==> config.mk <==
export PLATFORM = sky130hd
export DESIGN_NAME = gpi_debounce
export DESIGN_NICKNAME = d
export VERILOG_FILES = /design/src/rtl/gpi_debounce.sv
export SDC_FILE = /design/constraint.sdc
export NUM_CORES = 1
export LEC_CHECK = 0
export CAP_MARGIN = 5
export CELL_PAD_IN_SITES_DETAIL_PLACEMENT = 1
export CELL_PAD_IN_SITES_GLOBAL_PLACEMENT = 2
export CORE_UTILIZATION = 39
export DETAILED_ROUTE_END_ITERATION = 12
export PLACE_DENSITY = 0.94
export SYNTH_ARGS = -nofsm -noshare
export SYNTH_HDL_FRONTEND = slang
export SYNTH_SLANG_ARGS = --single-unit
==> constraint.sdc <==
create_clock -name clk -period 4.6 [get_ports clk]
set_input_delay 1.15 -clock clk [delete_from_list [all_inputs] [get_ports clk]]
set_output_delay 1.15 -clock clk [all_outputs]
set_load 0.05 [all_outputs]
==> src/rtl/gpi_debounce.sv <==
// FPro slot core: W input pins through a 2-FF synchronizer, per-bit debounce filter and sticky W1C edge flags.
// Optional interrupt output and mask register at addr 5 when GPI_IRQ_EN is defined.
module gpi_debounce #(
  parameter int W = 8,
  parameter int CW = 16,
  parameter logic [CW-1:0] DB_INIT = CW'(1000)
) (
  input  logic          clk,
  input  logic          reset,
  input  logic          cs,
  input  logic          read,
  input  logic          write,
  input  logic [4:0]    addr,
  input  logic [31:0]   wr_data,
  output logic [31:0]   rd_data,
  input  logic [W-1:0]  din
`ifdef GPI_IRQ_EN
  ,
  output logic          irq
`endif
);

  logic [W-1:0]  s1;
  logic [W-1:0]  s2;
  logic [W-1:0]  stable;
  logic [W-1:0]  stable_nxt;
  logic [W-1:0]  rise_reg;
  logic [W-1:0]  fall_reg;
  logic [W-1:0]  rise_nxt;
  logic [W-1:0]  fall_nxt;
  logic [W-1:0]  rise_clr;
  logic [W-1:0]  fall_clr;
  logic [CW-1:0] db_lim;
  logic [CW-1:0] cnt     [W];
  logic [CW-1:0] cnt_nxt [W];
  logic          wr_en;
  logic          db_wr;

  // Reads have no side effects, so the read strobe only documents bus activity.
  logic unused_in;
  assign unused_in = ^{read, wr_data};

  assign wr_en    = cs && write;
  assign db_wr    = wr_en && (addr == 5'd4);
  assign rise_clr = (wr_en && (addr == 5'd1)) ? wr_data[W-1:0] : '0;
  assign fall_clr = (wr_en && (addr == 5'd2)) ? wr_data[W-1:0] : '0;

  // A period write restarts every filter so the new limit applies from a clean count.
  always_comb begin
    stable_nxt = stable;
    cnt_nxt    = cnt;
    for (int i = 0; i < W; i++) begin
      if (db_wr || (s2[i] == stable[i])) begin
        cnt_nxt[i] = '0;
      end else if (cnt[i] == db_lim) begin
        stable_nxt[i] = s2[i];
        cnt_nxt[i]    = '0;
      end else begin
        cnt_nxt[i] = cnt[i] + CW'(1);
      end
    end
  end

  // Edge flags set in the same edge stable moves; a set beats a simultaneous clear.
  assign rise_nxt = (rise_reg & ~rise_clr) | (stable_nxt & ~stable);
  assign fall_nxt = (fall_reg & ~fall_clr) | (~stable_nxt & stable);

  always_ff @(posedge clk) begin
    if (!reset) begin
      s1       <= '0;
      s2       <= '0;
      stable   <= '0;
      rise_reg <= '0;
      fall_reg <= '0;
      db_lim   <= DB_INIT;
      for (int i = 0; i < W; i++) cnt[i] <= '0;
    end else begin
      s1       <= din;
      s2       <= s1;
      stable   <= stable_nxt;
      rise_reg <= rise_nxt;
      fall_reg <= fall_nxt;
      if (db_wr) db_lim <= wr_data[CW-1:0];
      for (int i = 0; i < W; i++) cnt[i] <= cnt_nxt[i];
    end
  end

`ifdef GPI_IRQ_EN
  logic [W-1:0] irq_mask;

  always_ff @(posedge clk) begin
    if (!reset) begin
      irq_mask <= '0;
      irq      <= 1'b0;
    end else begin
      if (wr_en && (addr == 5'd5)) irq_mask <= wr_data[W-1:0];
      irq <= |((rise_reg | fall_reg) & irq_mask);
    end
  end
`endif

  always_comb begin
    rd_data = '0;
    case (addr)
      5'd0: rd_data[W-1:0]  = stable;
      5'd1: rd_data[W-1:0]  = rise_reg;
      5'd2: rd_data[W-1:0]  = fall_reg;
      5'd3: rd_data[W-1:0]  = s2;
      5'd4: rd_data[CW-1:0] = db_lim;
`ifdef GPI_IRQ_EN
      5'd5: rd_data[W-1:0]  = irq_mask;
`endif
      default: rd_data = '0;
    endcase
  end

endmodule
==> flow_summary.ini, run 1 <==
[floorplanning]
fp.dieW_um = 157.2
rows = 56
start_util = 0.3990
core_area_um2 = 23540
ios = 82
fp.dieH_um = 157.2
dieArea_um2 = 24710

[routing]
avgRoutedWirePerCell_um = 18.50
drt-initial-drc-count = 406
vias_per_cell = 5.225
drc = 0
ant_nets = 0
first_pass_iters = 8
routed_wl_um = 26440
vias = 7466

[status]
status = finished, final reports clean

[power_and_ir_drop]
vdd_drop_max_uv = 212.7
p_seq_frac = 0.489
p_int_mw = 2.527
clock_power_share = 0.467
total_power_mw = 3.295
leakage_nw = 4.030
sw_frac_of_total = 0.2331
p_switching_uw = 768.1
p_per_area_nw_per_um2 = 303.6
p_comb_frac = 0.043

[logic_synthesis]
synth.distinct_cells = 40
syn_avg_cell_area_um2 = 8.886
ys_seq_area_frac = 0.3922
yosys.area_share.simple = 0.2402
post-synth-top-area-cell = dfxtp_1
synth_xor_area_frac = 0.2238
synthDominantCellAreaShare = 0.3922
ys_ff_latch = 184
async_reset_ff_frac = 0
synth_edf_count = 0
synth_ff_type = dfxtp_1
ys_top_cells_by_area = dfxtp_1 (39%), xor2_1 (17%), nor2_1 (6.4%), xnor2_1 (4.9%), nand2_1 (3.9%)
synth_top_family_by_area = simple AND/OR/NAND/NOR gates
syn_inst = 1057
synth-adder-area-share = 0.01066
synthMuxAreaShare = 0
ys.warnings.count = 0
synth_area_um2 = 9393
synth_compound_area_frac = 0.07966

[sta]
slew_headroom = 0.3693
worst_slack_ns = 0.2463
fin_skew_ns = 0.008757
fmax_ghz = 0.2297
fin_crit_sh = 0.9465
hold_violations = 0
max_slew.worst_pin.slew_ns = 0.9447
setup-violations-final = 0
fin_tns_setup_ns = 0
finalCriticalPeriod_ns = 4.354
whs_ns = 0.4365
slew_violations = 0
rsz0062_at_grt = no

[cells_and_area]
drive_gt1_frac = 0.08559
fill_cells = 2781
syn_to_final_growth_pct = 15.55
fin_nets = 1156
n_antenna_cell = 0
top_register = cnt
top_regs = cnt: 128 flops, db_lim: 16 flops
final_cells = 1429
design_area_um2 = 10850
fin_util = 0.4610
largest_register_ffs = 128

[grt]
grt.overflow.total = 0
grt_start_max_net_pins = 66
grt_pass1_wl_um = 42040
antenna_found_initial = 0
grt_pass1_vias = 7714
grt_usage = 0.2242

[critical_path]
r2r_start = db_lim[7]
critPathMaxStageDelay_ns = 0.48
cp.required_ns = 3.45
reg2reg_depth = 5
arrival_ns = 3.20
worstPathCellList = clkdlybuf4s50_1 > nor3_1 > and2_1 > a32o_1 > a21oi_1 > o21ai_0 > buf_4 > buf_12
endpoint_kind = primary output
path_max_fanout = 10
cpMaxStageDelayCell = clkdlybuf4s50_1
crit_type = input port to primary output
worstSetupStartpointType = input port
crit_start = addr[3]

[cts]
numCtsBuffers = 17
cts.reportedPaths.clkPinSlew_ns = 0.07
cts_resized = 0
postCtsSetupBuffers = 0
cts-hold-fix-buffers = 0
clock_sinks = 184
root_buffer = clkbuf_16
htreeDepth = 4
tritoncts = done
cts_max_path_buffers = 2
clk_latency_ns = 0.44

[hold_path]
worstHoldPathType = flip-flop to flip-flop
hold_depth = 1
min_from = s1[3]

[place]
globalplace.congestion = 0.8240
placed_cells = 1398
placed_cell_area_um2 = 10240
dp_slack_ns = 0.2664
dp_hpwl_um = 17700
port_buffers = 48

[flow_run]
maxCapViolations = 0
==> final cells by class <==
type                       count  area [um^2]  area share
inverter                      17        63.81    0.005880
timing repair buffer          74        830.8     0.07655
sequential                   184         3684      0.3394
tap                          319        399.1     0.03678
clock inverter                13        170.2     0.01568
clock buffer                  18        439.2     0.04047
multi-input combinational    804         5266      0.4852
==> cells in the final DEF (no fill, tap or decap), drive strengths merged <==
cell and count:
xor2 187, dfxtp 184, nor2 160, nand2 97
xnor2 53, nand3 46, buf 43, nor4 36
clkdlybuf4s50 31, nand4 29, and3 23, and2 21
inv 21, nor2b 20, clkbuf 18, a32o 17
conb 16, o211ai 16, nor3 15, and4 10
a21boi 10, a22oi 8, o21ai 8, o31ai 8
ha 8, a222oi 7, clkinv 4, bufinv 3
or2 3, clkinvlp 2, and3b 1, a21oi 1
or3 1, or4 1, and4b 1, or4b 1
==> path summary, 6_finish.rpt <==
check | endpoint | slack (ns)
max | rd_data[5] | 0.25
min | s2[3] | 0.44
max reg2reg | cnt[37] | 2.21
min reg2reg | s2[3] | 0.44
==> worst max-delay path, delay by kind of cell <==
family	cells	cell delay, ns
compound gates	3	0.40
simple gates	2	0.85
buf+inv	3	0.79
==> cells in the mapped netlist, types with 7 or more instances <==
cell and n:
xnor2_1 53, buf_4 19, a222oi_1 7, nand4_1 28, nand2_1 97, and4_1 10
nor2b_1 20, inv_1 17, xor2_1 187, nand3_1 46, and3_1 23, o211ai_4 8
dfxtp_1 184, o211ai_1 8, ha_1 8, nor3_1 15, a21boi_2 10, a32o_1 17
nor4_1 35, clkbuf_1 13, o31ai_1 8, a22oi_1 8, buf_6 11, and2_1 21
o21ai_0 8, buf_2 23, nor2_1 160
==> per-layer routing <==
metal | GRT usage | vias to the layer above | wire (um)
met5 | 0 | - | 0
met4 | 0.08877 | 0 | 688
met3 | 0.03524 | 45 | 810
met2 | 0.3856 | 137 | 12860
met1 | 0.2791 | 3676 | 12080
li1 | - | 3608 | -
==> logic make-up (layout without fill, tap and decap cells) <==
kind of cell / after synthesis / after routing
buffers and inverters: 84 / 122
other: 1 / 16
AOI/OAI and AO/OA: 75 / 75
adders and majority gates: 8 / 8
DFF: 184 / 184
xor gates and xnor gates: 240 / 240
and+or+nand+nor: 465 / 465
==> power by group through the flow <==
stage / Combinational (mW) / Sequential (mW) / Clock, mW
after floorplan: 0.0976 / 1.64 / 0
after CTS: 0.144 / 1.61 / 1.57
after detailed placement: 0.143 / 1.65 / 0
final: 0.143 / 1.61 / 1.54
after global placement: 0.141 / 1.65 / 0
after global routing: 0.151 / 1.61 / 1.63
Note: power is estimated with default switching activity, not from simulation.
==> inputs of run 2 (changes only) <==
--- a/config.mk
+++ b/config.mk
@@ -5,6 +5,7 @@
 export SDC_FILE = /design/constraint.sdc
 export NUM_CORES = 1
 export LEC_CHECK = 0
+export ABC_CLOCK_PERIOD_IN_PS = 4600
 export CAP_MARGIN = 5
 export CELL_PAD_IN_SITES_DETAIL_PLACEMENT = 1
 export CELL_PAD_IN_SITES_GLOBAL_PLACEMENT = 2
==> results of run 2 <==
Final layout, timing and power as in run 1 (identical DEF).
==> inputs of run 3 (changes only) <==
--- a/config.mk
+++ b/config.mk
@@ -5,7 +5,6 @@
 export SDC_FILE = /design/constraint.sdc
 export NUM_CORES = 1
 export LEC_CHECK = 0
-export ABC_CLOCK_PERIOD_IN_PS = 4600
 export CAP_MARGIN = 5
 export CELL_PAD_IN_SITES_DETAIL_PLACEMENT = 1
 export CELL_PAD_IN_SITES_GLOBAL_PLACEMENT = 2
==> results of run 3 <==
Final layout, timing and power as in run 1 (identical DEF).
